<file path="src/rtl/l1_mem_arb.sv">
// l1_mem_arb: port scheduler for one 1R+1W L1 data/tag array with self-init.
// Holds off all traffic until the array reports ready. Arbitrates the refill
// (wr0) and store (wr1) writers onto the single write port, with a starvation
// limit for stores. Resolves same-address read/write collisions.
// Build option: define L1_ARB_BYPASS_EN to forward colliding write data to the
// read (write-first) instead of stalling the read for one cycle.
module l1_mem_arb #(
  parameter int WIDTH      = 32,
  parameter int DEPTH      = 1024,
  parameter int STARVE_LIM = 4,
  localparam int AW        = $clog2(DEPTH)
) (
  input  logic             clk,
  input  logic             rst,
  input  logic             mem_ready,
  input  logic             rd_req,
  input  logic [AW-1:0]    rd_addr,
  output logic             rd_gnt,
  output logic             rd_valid,
  output logic [WIDTH-1:0] rd_data,
  input  logic             wr0_req,
  input  logic [AW-1:0]    wr0_addr,
  input  logic [WIDTH-1:0] wr0_data,
  output logic             wr0_gnt,
  input  logic             wr1_req,
  input  logic [AW-1:0]    wr1_addr,
  input  logic [WIDTH-1:0] wr1_data,
  output logic             wr1_gnt,
  output logic             mem_ren,
  output logic [AW-1:0]    mem_raddr,
  input  logic [WIDTH-1:0] mem_rdata,
  output logic             mem_wen,
  output logic [AW-1:0]    mem_waddr,
  output logic [WIDTH-1:0] mem_wdata
);

  // state   | meaning
  // ST_INIT | array not ready (or just reset); no grants issued
  // ST_RUN  | array usable; reads and writes are scheduled
  typedef enum logic {ST_INIT, ST_RUN} state_t;

  localparam logic [3:0] LIM = 4'(STARVE_LIM);

  state_t     state_q, state_d;
  logic [3:0] starve_q;
  logic       rd_valid_q;
  logic       active;
  logic       wr1_force;
  logic       collision;

  // State register with synchronous reset.
  always_ff @(posedge clk) begin
    if (rst) state_q <= ST_INIT;
    else     state_q <= state_d;
  end

  // Next state, write arbitration and read gating.
  always_comb begin
    state_d   = state_q;
    active    = 1'b0;
    wr1_force = (starve_q == LIM);
    wr0_gnt   = 1'b0;
    wr1_gnt   = 1'b0;
    mem_waddr = wr0_addr;
    mem_wdata = wr0_data;
    case (state_q)
      ST_INIT: if (mem_ready) state_d = ST_RUN;
      ST_RUN: begin
        // Ready dropping in RUN blocks grants in that same cycle.
        if (!mem_ready) state_d = ST_INIT;
        else            active  = !rst;
      end
      default: state_d = ST_INIT;
    endcase
    if (active) begin
      if (wr1_req && (wr1_force || !wr0_req)) wr1_gnt = 1'b1;
      else if (wr0_req)                       wr0_gnt = 1'b1;
    end
    if (wr1_gnt) begin
      mem_waddr = wr1_addr;
      mem_wdata = wr1_data;
    end
    mem_wen   = wr0_gnt | wr1_gnt;
    collision = rd_req & mem_wen & (rd_addr == mem_waddr);
`ifdef L1_ARB_BYPASS_EN
    rd_gnt    = active;
`else
    rd_gnt    = active & ~collision;
`endif
    mem_ren   = rd_req & rd_gnt;
    mem_raddr = rd_addr;
  end

  // Store starvation counter; only denials during active arbitration count.
  always_ff @(posedge clk) begin
    if (rst)                                  starve_q <= '0;
    else if (!active || !wr1_req || wr1_gnt)  starve_q <= '0;
    else if (starve_q != LIM)                 starve_q <= starve_q + 4'd1;
  end

  // Read-valid pipeline stage matching the array's one-cycle read latency.
  always_ff @(posedge clk) begin
    if (rst) rd_valid_q <= 1'b0;
    else     rd_valid_q <= mem_ren;
  end

  // A reset arriving while a read is in flight drops that read immediately.
  assign rd_valid = rd_valid_q & ~rst;

`ifdef L1_ARB_BYPASS_EN
  logic             byp_r;
  logic [WIDTH-1:0] byp_data_r;

  // Capture the colliding write so the read returns the written value.
  always_ff @(posedge clk) begin
    if (rst) begin
      byp_r      <= 1'b0;
      byp_data_r <= '0;
    end else begin
      byp_r <= collision;
      if (collision) byp_data_r <= mem_wdata;
    end
  end

  assign rd_data = !rd_valid ? '0 : (byp_r ? byp_data_r : mem_rdata);
`else
  assign rd_data = rd_valid ? mem_rdata : '0;
`endif

endmodule

</file>
<file path="config.mk">
export PLATFORM = sky130hd
export DESIGN_NAME = l1_mem_arb
export DESIGN_NICKNAME = d
export VERILOG_FILES = /design/src/rtl/l1_mem_arb.sv
export SDC_FILE = /design/constraint.sdc
export NUM_CORES = 1
export LEC_CHECK = 0
export ABC_AREA = 1
export BUFFER_PORTS_ARGS = -buffer_cell sky130_fd_sc_hd__buf_4
export CORE_AREA = 2 2 86 88
export DETAILED_ROUTE_END_ITERATION = 7
export DIE_AREA = 0 0 88 90
export SLEW_MARGIN = 20
export SYNTH_ARGS = -nofsm -noshare
export SYNTH_HDL_FRONTEND = slang
export SYNTH_SLANG_ARGS = --single-unit
</file>
<file path="constraint.sdc">
create_clock -name clk -period 2.8 [get_ports clk]
set_input_delay 0.56 -clock clk [delete_from_list [all_inputs] [get_ports clk]]
set_output_delay 0.56 -clock clk [all_outputs]
set_load 0.01 [all_outputs]
</file>
=== Word level (Yosys, flattened, before mapping) ===
Cells that the tools add are included.

* Bits in registers: 6
* Bits of input ports: 132
* Output and inout port bits: 90
* Word-level logic and storage cells: 35

* Add/sub/neg operators: 1
* Eq/ne operators: 3
* Muxes and demuxes: 11
* Bitwise logic cells: 8
* Reduce and logical (&&, ||, !) cells: 9

{| class="wikitable"
|+ Operators with widths
! operator !! count
|-
| 32-bit 2-to-1 mux || 2
|-
| 10-bit equality test || 1
|-
| 10-bit 2-to-1 mux || 1
|-
| 1-bit 2-to-1 mux || 8
|-
| 1-bit bitwise AND || 5
|-
| 4-bit by 1-bit adder with 4-bit output, second input constant || 1
|-
| 4-bit by 3-bit equality test with 1-bit output, second input constant || 1
|-
| 1-bit logical NOT || 4
|-
| 4-bit by 3-bit inequality test with 1-bit output, second input constant || 1
|-
| 1-bit logical OR || 3
|-
| 1-bit inverter || 2
|-
| 2-bit OR reduction || 1
|-
| 1-bit logical AND || 1
|-
| 1-bit bitwise OR || 1
|}

=== Depth between registers and ports, before layout ===
Gate-level depths: netlist (run 1).

* Depth after elaboration: 11
* Gate-level depth with buffers: 15
* Depth with buffers taken out: 15

=== Worst setup path after synthesis (run 1) ===
No wires, ideal clock.

* Path kind: input-to-output
* Start: input port rst
* End: output port mem_ren
* Data arrival time: 1.661 ns
* Data required time: 2.240 ns
* Slack: 0.579 ns
* Cell stages on the path: 14
* Buffers on the path: 1
* Cells stage by stage: inv_2 -> nand3_4 -> nor2_8 -> nand2_4 -> buf_6 -> nand2_4 -> nand2_2 -> nand2_1 -> nand2_1 -> nand2_1 -> nor2_2 -> nand2_1 -> nand2_2 -> nor2_1

* Word-level cells in the longest chain between the ends: 10
* Elaborated cells between the ends (all ways): 13
* Classes of those cells: eq/ne: 1; mux: 5; bitwise: 6; reduce/logical: 1

{| class="wikitable"
|+ Ends and longest elaborated chain
! item !! line !! source
|-
| start, declared || 14 || <nowiki>input logic rst,</nowiki>
|-
| 1-bit logical NOT || 71 || <nowiki>else active = !rst;</nowiki>
|-
| 1-bit 2-to-1 mux || 70 || <nowiki>if (!mem_ready) state_d = ST_INIT;</nowiki>
|-
| 1-bit 2-to-1 mux || 66 || <nowiki>case (state_q)</nowiki>
|-
| 1-bit 2-to-1 mux || 75 || <nowiki>if (active) begin</nowiki>
|-
| 10-bit 2-to-1 mux || 79 || <nowiki>if (wr1_gnt) begin</nowiki>
|-
| net mem_waddr[6] || 33 || <nowiki>output logic [AW-1:0] mem_waddr,</nowiki>
|-
| 10-bit equality test || 84 || <nowiki>collision = rd_req & mem_wen & (rd_addr == mem_waddr);</nowiki>
|-
| 1-bit bitwise AND || 84 ||
|-
| 1-bit inverter || 88 || <nowiki>rd_gnt = active & ~collision;</nowiki>
|-
| 1-bit bitwise AND || 88 ||
|-
| 1-bit bitwise AND || 90 || <nowiki>mem_ren = rd_req & rd_gnt;</nowiki>
|-
| end, declared || 29 || <nowiki>output logic mem_ren,</nowiki>
|}

The timed path passes the listed nets, and every way through them passes these cells.

=== Final worst setup path (run 1) ===
* Start: input port rst
* End: output port mem_ren

* Word-level cells in the longest chain between the ends: 10
* Elaborated cells between the ends (all ways): 13
* Classes of those cells: eq/ne: 1; mux: 5; bitwise: 6; reduce/logical: 1

{| class="wikitable"
|+ Ends and longest elaborated chain
! item !! line
|-
| 1-bit logical NOT * || 71
|-
| 1-bit 2-to-1 mux * || 70
|-
| 1-bit 2-to-1 mux * || 66
|-
| 1-bit 2-to-1 mux || 75
|-
| 10-bit 2-to-1 mux / 1-bit bitwise OR (equally long branches) || 79, 83
|-
| 10-bit equality test / 1-bit bitwise AND (equally long branches) || 84
|-
| 1-bit bitwise AND || 84
|-
| 1-bit inverter || 88
|-
| 1-bit bitwise AND * || 88
|-
| 1-bit bitwise AND * || 90
|}

Every way passes the cells marked *; elsewhere a longest branch is shown, timed or not.

==> qor.yml, run 1 <==
synthCells: 330
setup-tns-final_ns: 0
setup_ws_ns: 0.189
grt_pass1_wl_um: 10300
peakVddDrop_mv: 0.0714
io_pins: 222
synth_edf_count: 0
period_share_pct: 93.3
clk_transition_reported_paths_ns: 0.03
clockBufferDepth: 2
via_per_inst: 4.14
syn-mean-instance-area_um2: 4.75
grt_antenna_before_repair: 0
synth-xor-area-share_pct: 0.559
core_um2: 7020
yosys.area_share.simple_pct: 62.4
swShare_pct: 31.5
via_count: 2642
drc: 0
hold_path.class: "register to register"
synth_cell_type_count: 23
rsz0062_at_grt: "false"
final_util_pct: 47.7
hold_buffers: 0
slew_viol_final: 0
tritoncts: "done"
hold_viol_final: 0
internal-power_mw: 0.389
critPathMaxFanout: 10
final.fill_count: 754
crit_top_cell: "buf_4"
hold_path_depth: 1
ant_nets: 0
synth_top_cell_area_share_pct: 33.0
min_period_ns: 2.61
cts_root_buffer: "clkbuf_8"
insertion_delay_ns: 0.22
top_layer: "met4"
skew_ns: 0.00156
clock_power_share_pct: 23.0
pwr-share-comb_pct: 61.5
gp_congestion: 0.848
drive_above_1_share_pct: 46.6
critPathLaunchType: "input pin"
worst_path_largest_cell_delay_ns: 0.19
synth_adder_area_share_pct: 1.60
synth_area_um2: 1570
post_drt_wl_per_cell_um: 11.0
dieArea_um2: 7920
p_seq_share_pct: 15.5
path_cells: "buf_4, inv_2, nand3_4, nor2_8, buf_4, nand2_8, o21ai_2, inv_2, nand2_2, nand3_2, nor2_2, nand2_1, nand2_2, nor2_1, buf_4"
dp_hpwl_um: 6010
setup_viol: 0
arrival_ns: 2.05
p_per_area_nw_per_um2: 170
drv_cap: 0
status: "complete, no violations"
final_net_count: 675
grt_pass1_vias: 2435
synth_top_family_by_area: "simple AND/OR/NAND/NOR gates"
cts_buffers: 3
syn_to_final_growth_pct: 113
first_pass_iters: 4
power.leakage_nw: 2.18
cp.required_ns: 2.24
rows: 31
max_slew_margin_pct: 78.9
synth-async-reset-ratio_pct: 0
end_kind: "output port"
crit_family: "simple AND/OR/NAND/NOR gates"
yosysWarnings: 0
synth.yosys.seq_area_share_pct: 7.66
pre_cts_slack_ns: 0.217
syn_nets: 464
ys_seq_elements: 6
drt-total-wl_um: 6990
reg2reg_depth: 13
crit_path_top_delay_cell: "nor2_8"
wl_met2_um: 3760
die_x_um: 88
drtIter0Drc: 56
port_buffers: 221
h-tree-depth: 1
wl_met3_um: 751
worst-setup-path-type: "input pin to output port"
overflow: 0
antenna_cells: 0
netlist_top_cells_area: "nand2_1, inv_1, nor2_1"
cp.depth: 15
wirelength_met1_um: 2380
synth_top_area_cell: "nand2_1"
grt_use_total_pct: 15.8
crit_buf_inv: 5
worst_pin_slew_ns: 0.317
grt_max_degree: 34
synthMuxAreaShare_pct: 0
die_h_um: 90
start_util_pct: 22.3
synth_compound_area_share_pct: 1.68
max_freq_mhz: 383
power_switching_mw: 0.179
cts.sinks: 6
ys.flop_type: "dfxtp_1"
-- power by group through the flow --
| stage | clock [mW] | combinational, mW | sequential, mW |
|---|---|---|---|
| finish | 0.131 | 0.349 | 0.0882 |
| global route | 0.138 | 0.383 | 0.0882 |
| CTS | 0.134 | 0.348 | 0.0882 |
| detailed placement | 0 | 0.346 | 0.0895 |
| global placement | 0 | 0.343 | 0.0894 |
| floorplan | 0 | 0.125 | 0.0893 |
-- final cells by class --
cell class,count,area (µm²),area share [%]
sequential,6,121,3.63
timing repair buffer,227,1710,51.0
inverter,68,255,7.63
multi-input combinational,235,1100,32.8
tap,99,124,3.70
clock buffer,3,41.3,1.23
-- cell families (layout without fill, tap and decap cells) --
group,after synthesis,after routing
AOI/OAI and AO/OA,4,4
adders and majority gates,2,2
buffers and inverters,91,298
DFF,6,6
and+or+nand+nor,226,228
xor gates and xnor gates,1,1
-- metrics by stage --
step / total power [mW] / hold WS [ns] / instance area [µm²] / std cells
2_1_floorplan: 0.214 / 0.430 / 1570 / 330
3_3_place_gp: 0.433 / 0.449 / 3230 / 631
3_5_place_dp: 0.435 / 0.454 / 3230 / 631
4_1_cts: 0.570 / 0.464 / 3280 / 634
5_1_grt: 0.609 / 0.442 / 3350 / 638
6_report: 0.568 / 0.430 / 3350 / 638
-- cell usage after synthesis, types with 2 or more instances --
cell      instances
nand2_1         138
inv_1            65
nor2_1           46
nand3_1          23
buf_4            10
clkbuf_1          9
dfxtp_1           6
nand2_2           5
nand3b_1          5
buf_6             4
inv_2             3
nand2_4           3
ha_1              2
nand3_2           2
-- timing repair --
item                                    in CTS  in global routing
setup buffers                                0                  2
resized for setup                            1                  6
endpoints found under the setup margin       1                  2
pin swaps                                    0                  3
gates cloned                                 0                  2
-- sequential cells by signal, indices dropped and copies added, names as in the netlist --
name / flops
starve_q: 4
rd_valid_q: 1
state_q: 1
-- cells in the final DEF, fill, tap and decap left out --
cell and instances:
xnor2_1 1, ha_1 2, buf_6 1, a211oi_1 1, clkbuf_8 3, nor2_8 1, nand3_2 1, nand4_1 1
dfxtp_1 5, nand2_1 138, nand2_2 5, nor2_1 45, nand3_4 2, nand3_1 23, dfxtp_2 1, buf_4 226
o21ai_0 1, nand2_8 3, inv_2 3, inv_1 65, a21oi_1 1, o21ai_2 1, nor2_2 2, nand3b_1 5
nand2_4 2
-- final timing paths --
check	from	end	slack, ns
worst max-delay path	rst	mem_ren	0.19
worst min-delay path	starve_q[0]	starve_q[0]	0.43
worst max register to register	starve_q[1]	rd_valid_q	0.94
worst min register to register	starve_q[0]	starve_q[0]	0.43
-- worst register-to-register path: cells and delay by family, from the launching register on --
family | cells | cell delay (ns)
fa+ha+maj | 1 | 0.23
buf+inv | 2 | 0.11
flops | 1 | 0.37
simple gates | 10 | 1.05
-- routing by layer --
metal  vias up  track usage (%)
li1       1367                -
met3         8             3.86
met5         -                0
met2       149             32.6
met4         0             4.10
met1      1118             14.7
Note: power is estimated with default switching activity, not from simulation.
==> inputs of run 2 (changes only) <==
PLACE_DENSITY = 0.63   (was default)
REMOVE_ABC_BUFFERS = 1   (was default)
==> qor.yml, run 2 (same netlist as run 1, synthesis figures left out) <==
end_kind: "output port"
rsz0062_at_grt: "false"
wirelength_met1_um: 2610
worst_path_largest_cell_delay_ns: 0.18
antenna_cells: 0
io_pins: 222
critPathMaxFanout: 9
first_pass_iters: 4
crit_buf_inv: 6
start_util_pct: 22.3
critPathLaunchType: "input pin"
via_per_inst: 4.10
core_um2: 7020
post_drt_wl_per_cell_um: 11.2
hold-worst-slack_ns: 0.451
drc: 0
crit_path_top_delay_cell: "nor2_8"
port_buffers: 221
clock_power_share_pct: 22.5
crit_top_cell: "nand2_1"
rows: 31
min_period_ns: 2.59
top_layer: "met4"
max_slew_margin_pct: 78.3
h-tree-depth: 1
grt_use_total_pct: 16.8
layout_commonest_cell: "buf_4"
via_count: 2636
drtIter0Drc: 54
peakVddDrop_mv: 0.137
insertion_delay_ns: 0.22
tritoncts: "done"
cts.sinks: 6
grt_pass1_vias: 2383
largest_reg_flops: 4
worst-setup-path-type: "input pin to output port"
cp.required_ns: 2.24
hold_viol_final: 0
clockBufferDepth: 2
cts_buffers: 3
drv_cap: 0
die_h_um: 90
setup_viol: 0
dp_hpwl_um: 6130
syn_to_final_growth_pct: 118
p_seq_share_pct: 15.4
gp_congestion: 0.875
period_share_pct: 92.5
crit_family: "simple AND/OR/NAND/NOR gates"
dieArea_um2: 7920
wl_met2_um: 3550
ant_nets: 0
wl_met3_um: 846
p_per_area_nw_per_um2: 168
grt_antenna_before_repair: 0
path_cells: "buf_4, inv_2, nand3_4, nor2_8, buf_12, nand2_8, buf_12, nand2_4, nand3b_1, nand2_1, nand2_1, nor2_2, nand2_1, nand2_2, inv_1, buf_4"
final.fill_count: 724
regMostFlops: "starve_q"
drt-total-wl_um: 7200
grt_max_degree: 34
max_freq_mhz: 386
arrival_ns: 2.03
final_net_count: 680
drive_above_1_share_pct: 47.6
swShare_pct: 31.3
skew_ns: 0.00119
clk_transition_reported_paths_ns: 0.04
worst_pin_slew_ns: 0.325
internal-power_mw: 0.394
overflow: 0
cts_root_buffer: "clkbuf_8"
die_x_um: 88
reg_top3: "starve_q: 4 flops, rd_valid_q: 1 flops, state_q: 1 flops"
hold_path.class: "register to register"
grt_pass1_wl_um: 10900
pwr-share-comb_pct: 62.1
layout_common_cells: "buf_4, nand2_1, inv_1"
slew_viol_final: 0
power.leakage_nw: 2.22
setup-tns-final_ns: 0
power_switching_mw: 0.180
status: "complete, no violations"
-- run 2: path summary, 6_finish.rpt --
kind	from	to	slack, ns	cells after the start
max reg2reg	starve_q[1]	rd_valid_q	1.03	14
max	rst	rd_gnt	0.21	16
min reg2reg	starve_q[0]	starve_q[0]	0.45	1
min	starve_q[0]	starve_q[0]	0.45	1
-- run 2: routing by layer --
metal	vias to the layer above	GRT usage, %
met5	-	0
met4	0	4.23
met3	18	5.33
met2	154	31.4
met1	1092	17.6
li1	1372	-
-- run 2: through the flow --
step / setup WS (ns) / utilization, % / total power [mW] / instances / instance area (µm²)
3_5_place_dp: 0.144 / 46.0 / 0.437 / 631 / 3230
5_1_grt: 0.0227 / 48.6 / 0.620 / 643 / 3410
6_report: 0.211 / 48.6 / 0.574 / 643 / 3410
2_1_floorplan: 0.00299 / - / 0.196 / 307 / 1410
4_1_cts: 0.0303 / 46.7 / 0.570 / 634 / 3280
3_3_place_gp: 0.160 / 46.0 / 0.434 / 631 / 3230
-- run 2: area by class of cell --
| class | count | area [µm²] | share of cell area, % |
|---|---|---|---|
| clock buffers | 3 | 41.3 | 1.21 |
| inverters | 68 | 255 | 7.48 |
| multi-input cells | 234 | 1090 | 32.0 |
| flip-flops and latches | 6 | 123 | 3.60 |
| well taps | 99 | 124 | 3.63 |
| repair buffers | 233 | 1780 | 52.1 |
-- run 2: power by group through the flow --
stage	Combinational (mW)	Clock, mW	Sequential, mW
after global routing	0.392	0.139	0.0885
final	0.356	0.129	0.0883
after floorplan	0.106	0	0.0893
after CTS	0.350	0.132	0.0882
after global placement	0.344	0	0.0894
after detailed placement	0.347	0	0.0895
-- run 2: what timing repair did --
action,CTS,global route
hold endpoints to repair,0,0
hold buffers,0,0
setup buffers,0,8
endpoints found under the setup margin,1,2
gates cloned,0,1
gates resized for setup,1,11
pin swaps,0,3
